$ cat src/rtl/mrf_tx_scheduler.sv
// MRF tx word builder: event slot (comma / round-robin events / null) in [15:8],
// data slot alternating distributed bus and a framed, checksummed buffer stream in [7:0].
module mrf_tx_scheduler #(
   parameter int unsigned EVT_REQ_N    = 4,
   parameter int unsigned COMMA_PERIOD = 8,
   parameter int unsigned BUF_LEN_W    = 8
) (
   input  logic                   aclk,
   input  logic                   aresetn,
   input  logic                   ready,
   input  logic [EVT_REQ_N-1:0]   evt_valid,
   input  logic [8*EVT_REQ_N-1:0] evt_code,
   output logic [EVT_REQ_N-1:0]   evt_ready,
   input  logic [7:0]             dbus,
   input  logic                   buf_start,
   input  logic [BUF_LEN_W-1:0]   buf_len,
   input  logic [7:0]             buf_tdata,
   input  logic                   buf_tvalid,
   output logic                   buf_tready,
   output logic                   buf_busy,
   output logic                   buf_abort,
   output logic [15:0]            tx_data,
   output logic [1:0]             tx_is_k
);

   localparam int unsigned CNT_W = (COMMA_PERIOD > 2) ? $clog2(COMMA_PERIOD) : 1;
   localparam int unsigned PTR_W = (EVT_REQ_N > 1) ? $clog2(EVT_REQ_N) : 1;
   localparam int unsigned PAD_N = 2 ** PTR_W;
   localparam logic [7:0]  K28_5 = 8'hBC;
   localparam logic [7:0]  K28_0 = 8'h1C;
   localparam logic [7:0]  K28_1 = 8'h3C;

   typedef enum logic [2:0] {S_IDLE, S_SOF, S_DATA, S_CKH, S_CKL, S_EOF} buf_state_t;

   buf_state_t           state_q, state_d;
   logic [CNT_W-1:0]     comma_q, comma_d;
   logic                 parity_q, parity_d;
   logic [PTR_W-1:0]     rr_q, rr_d;
   logic [BUF_LEN_W-1:0] rem_q, rem_d;
   logic [15:0]          sum_q, sum_d;
   logic [15:0]          ck;
   logic [15:0]          tx_data_d;
   logic [1:0]           tx_is_k_d;
   logic                 busy_d, abort_d;
   logic [EVT_REQ_N-1:0] evt_ready_c;
   logic                 buf_tready_c;

   logic [PAD_N-1:0]     valid_pad;
   logic [7:0]           code_arr [PAD_N];
   logic                 gnt_found;
   logic [PTR_W-1:0]     gnt_idx;
   logic [PTR_W-1:0]     scan;

   // Pad requesters to a power of two so the pointer can index directly
   assign valid_pad = PAD_N'(evt_valid);
   for (genvar g = 0; g < PAD_N; g++) begin : g_code
      if (g < EVT_REQ_N) begin : g_used
         assign code_arr[g] = evt_code[8*g +: 8];
      end else begin : g_pad
         assign code_arr[g] = 8'h00;
      end
   end

   // First pending requester at or after the round-robin pointer
   always_comb begin
      gnt_found = 1'b0;
      gnt_idx   = '0;
      scan      = '0;
      for (int unsigned k = 0; k < EVT_REQ_N; k++) begin
         scan = PTR_W'((32'(rr_q) + k) % EVT_REQ_N);
         if (!gnt_found && valid_pad[scan]) begin
            gnt_found = 1'b1;
            gnt_idx   = scan;
         end
      end
   end

   assign ck = 16'hFFFF - sum_q;

   // Next word, counters and buffer FSM
   always_comb begin
      state_d      = state_q;
      comma_d      = comma_q;
      parity_d     = parity_q;
      rr_d         = rr_q;
      rem_d        = rem_q;
      sum_d        = sum_q;
      tx_data_d    = '0;
      tx_is_k_d    = '0;
      busy_d       = 1'b0;
      abort_d      = 1'b0;
      evt_ready_c  = '0;
      buf_tready_c = 1'b0;

      if (!ready) begin
         comma_d  = '0;
         parity_d = 1'b0;
         rr_d     = '0;
         state_d  = S_IDLE;
         abort_d  = (state_q != S_IDLE);
      end else begin
         comma_d  = (comma_q == CNT_W'(COMMA_PERIOD - 1)) ? '0 : comma_q + CNT_W'(1);
         parity_d = ~parity_q;

         if (comma_q == '0) begin
            tx_data_d[15:8] = K28_5;
            tx_is_k_d[1]    = 1'b1;
         end else if (gnt_found) begin
            evt_ready_c     = EVT_REQ_N'(1) << gnt_idx;
            tx_data_d[15:8] = code_arr[gnt_idx];
            rr_d            = (gnt_idx == PTR_W'(EVT_REQ_N - 1)) ? '0 : gnt_idx + PTR_W'(1);
         end

         tx_data_d[7:0] = dbus;
         if (parity_q) begin
            case (state_q)
               S_SOF: begin
                  tx_data_d[7:0] = K28_0;
                  tx_is_k_d[0]   = 1'b1;
                  sum_d          = '0;
                  state_d        = S_DATA;
               end
               S_DATA: begin
                  if (buf_tvalid) begin
                     tx_data_d[7:0] = buf_tdata;
                     buf_tready_c   = 1'b1;
                     sum_d          = sum_q + 16'(buf_tdata);
                     rem_d          = rem_q - BUF_LEN_W'(1);
                     if (rem_q == BUF_LEN_W'(1)) state_d = S_CKH;
                  end else begin
                     tx_data_d[7:0] = 8'h00;
                  end
               end
               S_CKH: begin
                  tx_data_d[7:0] = ck[15:8];
                  state_d        = S_CKL;
               end
               S_CKL: begin
                  tx_data_d[7:0] = ck[7:0];
                  state_d        = S_EOF;
               end
               S_EOF: begin
                  tx_data_d[7:0] = K28_1;
                  tx_is_k_d[0]   = 1'b1;
                  state_d        = S_IDLE;
               end
               default: state_d = state_q;
            endcase
         end

         // Zero-length requests carry no frame at all
         if (state_q == S_IDLE && buf_start && buf_len != '0) begin
            state_d = S_SOF;
            rem_d   = buf_len;
         end
         busy_d = (state_d != S_IDLE);
      end
   end

   always_ff @(posedge aclk or negedge aresetn) begin
      if (!aresetn) begin
         state_q   <= S_IDLE;
         comma_q   <= '0;
         parity_q  <= 1'b0;
         rr_q      <= '0;
         rem_q     <= '0;
         sum_q     <= '0;
         tx_data   <= '0;
         tx_is_k   <= '0;
         buf_busy  <= 1'b0;
         buf_abort <= 1'b0;
      end else begin
         state_q   <= state_d;
         comma_q   <= comma_d;
         parity_q  <= parity_d;
         rr_q      <= rr_d;
         rem_q     <= rem_d;
         sum_q     <= sum_d;
         tx_data   <= tx_data_d;
         tx_is_k   <= tx_is_k_d;
         buf_busy  <= busy_d;
         buf_abort <= abort_d;
      end
   end

   assign evt_ready  = evt_ready_c;
   assign buf_tready = buf_tready_c;

endmodule

$ cat config.mk
export PLATFORM = sky130hd
export DESIGN_NAME = mrf_tx_scheduler
export DESIGN_NICKNAME = d
export VERILOG_FILES = /design/src/rtl/mrf_tx_scheduler.sv
export SDC_FILE = /design/constraint.sdc
export NUM_CORES = 1
export LEC_CHECK = 0
export BUFFER_PORTS_ARGS = -buffer_cell sky130_fd_sc_hd__buf_2
export CAP_MARGIN = 20
export CORE_MARGIN = 5
export CORE_UTILIZATION = 48
export CTS_CLUSTER_DIAMETER = 120
export DETAILED_ROUTE_END_ITERATION = 8
export GPL_ROUTABILITY_DRIVEN = 0
export PLACE_DENSITY = 0.77
export SLEW_MARGIN = 40
export SYNTH_ARGS = -nofsm -noshare
export SYNTH_HDL_FRONTEND = slang
export SYNTH_SLANG_ARGS = --single-unit
$ cat constraint.sdc
create_clock -name aclk -period 2 [get_ports aclk]
set_input_delay 0.4 -clock aclk [delete_from_list [all_inputs] [get_ports aclk]]
set_output_delay 0.4 -clock aclk [all_outputs]
set_load 0.005 [all_outputs]
# --- Yosys cells after proc, flatten, opt, wreduce, memory -nomap -nowiden ---
# Cells that the tools add are included.
# W data, S select, Z words.
totals:
  word_cells: 116
  register_bits: 53
  input_bits: 65
classes:
  n_shift: 1
  bitwise_logic: 2
  n_mux: 58
  n_addsub: 8
  magnitude_cmp: 5
  reduce_logical: 21
  n_eq_ne: 11
op_table:
  columns: ["op", "n"]
  rows:
  - ["$mux W8", 10]
  - ["$pmux W8 S5", 1]
  - ["$mux W16", 2]
  - ["$pmux W16 S2", 1]
  - ["$mux W3", 8]
  - ["$mux W1", 18]
  - ["$mux W2", 9]
  - ["$add A16 B8 Y16", 1]
  - ["$bmux W8 S2", 1]
  - ["$sub A16 B16 Y16 const A", 1]
  - ["$pmux W3 S5", 1]
  - ["$lt A2 B3 Y1 const B", 4]
  - ["$mux W4", 3]
  - ["$eq A3 B3 Y1 const B", 3]
  - ["$bmux W1 S2", 4]
  - ["$eq A8 B1 Y1 const B", 1]
  - ["$reduce_and A4 Y1", 2]
  - ["$reduce_bool A2 Y1", 4]
  - ["$reduce_bool A8 Y1", 1]
  - ["$sub A8 B1 Y8 const B", 1]
  - ["$eq A3 B2 Y1 const B", 2]
  - ["$logic_not A3 Y1", 2]
  - ["$reduce_bool A3 Y1", 2]
  - ["$logic_and A1 B1 Y1", 5]
  - ["other kinds (14)", 19]

# --- Longest topological paths before layout ---
depth:
  depth_word: 19
  mapped_depth: 9
  depth_no_buf: 7

# --- Least setup slack after synthesis ---
# Ideal clock, no wire load.
synth_timing:
  path_kind: "in2reg"
  from: "input buf_tdata[0]"
  to: "register sum_q[12]"
  arrival_ps: 2040
  path_stages: 7
  path_buffers: 0
  required_ps: 1865
  path_slack_ps: -175
  setup_time_ps: 135
  path_cell_list: "ha_1 fa_1 a21oi_1 nor2_1 nor4b_1 nor4b_1 mux2i_1"
synth_via:
  elab_chain_cells: 3
synth_lines:
  columns: ["item", "line_no", "source"]
  rows:
  - ["from (decl)", "17", "input logic [7:0] buf_tdata,"]
  - ["$add A16 B8 Y16", "127", "sum_d = sum_q + 16'(buf_tdata);"]
  - ["$mux W16", "124", "if (buf_tvalid) begin"]
  - ["$pmux W16 S2", "116", "case (state_q)"]
  - ["to (signal assigned)", "178", "sum_q <= sum_d;"]
  - ["to (decl)", "40", "logic [15:0] sum_q, sum_d;"]
# No other way between the ends. The select of a mux whose other input is x is not followed.
# A chain may end at the register's enable or synchronous reset.

# --- Worst setup path in the final report ---
layout_timing:
  from: "register rr_q[1]"
  to: "output evt_ready[3]"
layout_via:
  elab_chain_cells: 16
  elab_cells_between_ends: 29
layout_lines:
  columns: ["item", "line_no", "source"]
  rows:
  - ["from (decl)", "38", "logic [PTR_W-1:0] rr_q, rr_d;"]
  - ["from (signal assigned)", "176", "rr_q <= rr_d;"]
  - ["parallel branches: the longest is 13 deep, another holds $add A2 B1 Y2", null, null]
  - ["$mux W4 (*)", "108", "end else if (gnt_found) begin"]
  - ["$mux W4 (*)", "105", "if (comma_q == '0) begin"]
  - ["$mux W4 (*)", "95", "if (!ready) begin"]
  - ["to (decl)", "13", "output logic [EVT_REQ_N-1:0] evt_ready,"]
# Every way passes the cells marked *. The select of a mux whose other input is x is not followed.

==> results.json <==
{
  "status": "complete, but fails checks",
  "violations": "setup timing",
  "timing.rr.start": "sum_q[0]",
  "worst_path_dominant_cell_family": "flip-flops",
  "p_per_area_nw_per_um2": 689,
  "synthArstFlopShare_pct": 100,
  "clockBufferDepth": 2,
  "rsz0062_at_grt": "true",
  "core_sq_um": 6720,
  "worst_pin_slew_ns": 0.670,
  "io_buffer_count": 89,
  "finalSetupViolations": 5,
  "fp.dieW_microns": 92.7,
  "post-route-period-util_pct": 107,
  "die_y_microns": 92.7,
  "diodes": 0,
  "r2r_cells": 8,
  "slew_headroom_pct": 54.9,
  "drive_gt1_share_pct": 38.5,
  "r2r_slack_ns": 0,
  "wl_per_cell_microns": 16.9,
  "hold_viol": 0,
  "path_class": "flop to primary output",
  "power_leakage_nw": 2.18,
  "layout_commonest_cell": "buf_2",
  "layout_setup_ws_ns": -0.147,
  "antenna_found_initial": 0,
  "dr.pass1.iters": 4,
  "clockPowerShare_pct": 25.2,
  "yosys_register_bits": 53,
  "pin_count": 90,
  "fmax_mhz": 466,
  "regArea_sq_um": 1330,
  "via_per_inst": 5.77,
  "period_minus_slack_ns": 2.15,
  "end_kind": "primary output",
  "numCtsBuffers": 5,
  "syn_nets": 432,
  "required_ns": 1.60,
  "fillCellCount": 560,
  "hold_class": "input port to asynchronous set/reset pin",
  "r2r_end": "sum_q[10]",
  "p_sw_uw": 969,
  "synth.cell_area_sq_um": 3280,
  "crit_buf_inv": 2,
  "switching_share_pct": 31.7,
  "worstPathCellList": "mux2i_1 > a211o_1 > inv_2 > ha_4 > and2_4 > buf_6",
  "clock-sinks": 53,
  "grt_max_degree": 54,
  "cp-start-kind": "flop",
  "syn2layout_area_growth_pct": 35.4,
  "tritoncts": "yes",
  "grt_usage_pct": 21.3,
  "tns_ns": -0.498,
  "pwr-share-comb_pct": 32.7,
  "grt_pass1_vias": 3139,
  "synth_edf_count": 0,
  "ant_nets": 0,
  "report.final.slew_viol_count": 0,
  "dp_hpwl_microns": 7010,
  "power.internal_mw": 2.09,
  "cp_slowest_cell": "dfrtp_2",
  "core.rowCount": 30,
  "clk_pin_slew_ns": 0.11,
  "h-tree-depth": 2,
  "p_seq_share_pct": 42.2,
  "yosysSeqAreaShare_pct": 40.4,
  "synth_ff_type": "dfrtp_1",
  "cts_root_buffer": "clkbuf_8",
  "globalRouteOverflowTotal": 0,
  "grt_pass1_wl_microns": 14800,
  "design.die.area_sq_um": 8580,
  "multi_input_area_sq_um": 2000,
  "cap_violations": 0,
  "insertion_delay_ns": 0.31,
  "max_stage_delay_ns": 0.47,
  "drtIter0Drc": 207,
  "ir_drop_v": 0.000406,
  "yosys_warnings": 0,
  "start_util_pct": 48.8,
  "ys_types": 55,
  "via_count": 3219,
  "final_cell_mix": "buf_2 (88), dfrtp_1 (52), buf_4 (45)",
  "avgSynthCellArea_sq_um": 9.40,
  "skew_ns": 0.0156,
  "total_power_mw": 3.06,
  "finalNetCount": 560,
  "netlist_instances": 349,
  "drc_errors": 0,
  "path_max_fanout": 6,
  "wirelength_microns": 9410,
  "crit_arrival_ns": 1.75
}
## state kept, by name (all words and copies together) (netlist names)
signal	cells
sum_q	16
tx_data	16
rem_q	8
comma_q	3
state_q	3
rr_q	2
tx_is_k	2
buf_abort	1
buf_busy	1
parity_q	1
## worst register-to-register path, cell delays in order, from the launching register on
cell and delay (ns):
dfrtp_1 0.39, ha_2 0.18, fa_2 0.35, a21oi_2 0.16, nor2_2 0.07, nor4b_2 0.29, buf_4 0.22, nor3_1 0.08
mux2i_1 0.14
## stage by stage
step / setup slack, ns / cell area (sq um) / util (%) / hold WS (ns) / instances
6_report: -0.147 / 4440 / 66.1 / 0.0616 / 558
3_3_place_gp: -0.142 / 4090 / 60.9 / 0.418 / 543
3_5_place_dp: -0.183 / 4090 / 60.9 / 0.416 / 543
4_1_cts: -0.166 / 4250 / 63.2 / 0.0837 / 553
2_1_floorplan: 0.0431 / 3290 / - / 0.104 / 349
5_1_grt: -0.215 / 4440 / 66.1 / 0.0917 / 558
## cell usage after synthesis, types with 2 or more instances
library cell	instances	area (sq um)
nor4_1	4	25.0
nor3b_1	2	15.0
a221oi_1	2	17.5
o21a_1	2	15.0
nor4b_1	2	17.5
dfrtp_1	53	1330
ha_1	17	213
mux2i_1	20	200
o221ai_1	12	105
nor2b_1	12	75.1
and2_1	7	43.8
nand2b_1	7	43.8
or3_1	7	43.8
o221a_2	2	22.5
nor2_1	30	113
buf_4	2	15.0
a21oi_1	27	135
a21o_1	2	15.0
a22o_1	8	70.1
nand4_1	2	12.5
inv_1	15	56.3
a31o_2	2	17.5
and3_1	5	31.3
xnor2_1	6	52.6
nand4b_1	2	17.5
nor3_1	8	40.0
buf_2	4	20.0
o22ai_1	3	18.8
o21ai_0	20	100
nand3_1	8	40.0
a211oi_1	3	22.5
nand2_1	22	82.6
clkbuf_1	9	33.8
## layout make-up
type | instances | share of cell area (%)
Timing Repair Buffer | 136 | 18.7
Sequential cell | 53 | 29.9
Tap cell | 80 | 2.25
Inverter | 16 | 1.41
Clock buffer | 6 | 1.86
Multi-Input combinational cell | 265 | 45.1
Clock inverter | 2 | 0.845
## power by group through the flow
| stage | Combinational (mW) | Sequential (mW) | Clock (mW) |
|---|---|---|---|
| after floorplan | 0.536 | 1.29 | 0 |
| after global placement | 0.876 | 1.30 | 0 |
| after detailed placement | 0.907 | 1.30 | 0 |
| after CTS | 0.925 | 1.28 | 0.781 |
| after global routing | 1.11 | 1.31 | 0.833 |
| final | 1.00 | 1.29 | 0.770 |
## routing by layer
| layer | GRT usage, % | wire length, microns | vias up | share of wire (%) |
|---|---|---|---|---|
| met5 | 0 | 0 | - | 0 |
| met4 | 6.84 | 218 | 0 | 2.3 |
| met3 | 3.98 | 783 | 22 | 8.3 |
| met2 | 36.3 | 4480 | 142 | 48 |
| met1 | 27.4 | 3930 | 1519 | 42 |
| li1 | - | - | 1536 | - |
## cell families after synthesis
logic type,synth area share (%)
AO/OA/AOI/OAI,20.8
XOR/XNOR,1.87
adder cells (fa/ha/maj),7.10
buffers and inverters,3.93
flip-flops,40.4
multiplexers,6.45
AND/OR/NAND/NOR,19.4
## what timing repair did
item | in CTS | in global routing
endpoints found under the setup margin | 12 | 13
gates resized for setup | 8 | 32
pin swaps | 3 | 12
hold buffers | 0 | 0
buffers inserted | 2 | 5
## worst max-delay path by stage
stage,start,to,depth (start not counted)
floorplan,rr_q[1],evt_ready[1],7
global placement,buf_tdata[6],sum_q[15],7
detailed placement,buf_tdata[6],sum_q[15],7
CTS,rr_q[1],evt_ready[0],7
global route,rr_q[1],evt_ready[3],6
finish,rr_q[1],evt_ready[3],6
No activity file was read; power rests on OpenSTA's default activity.
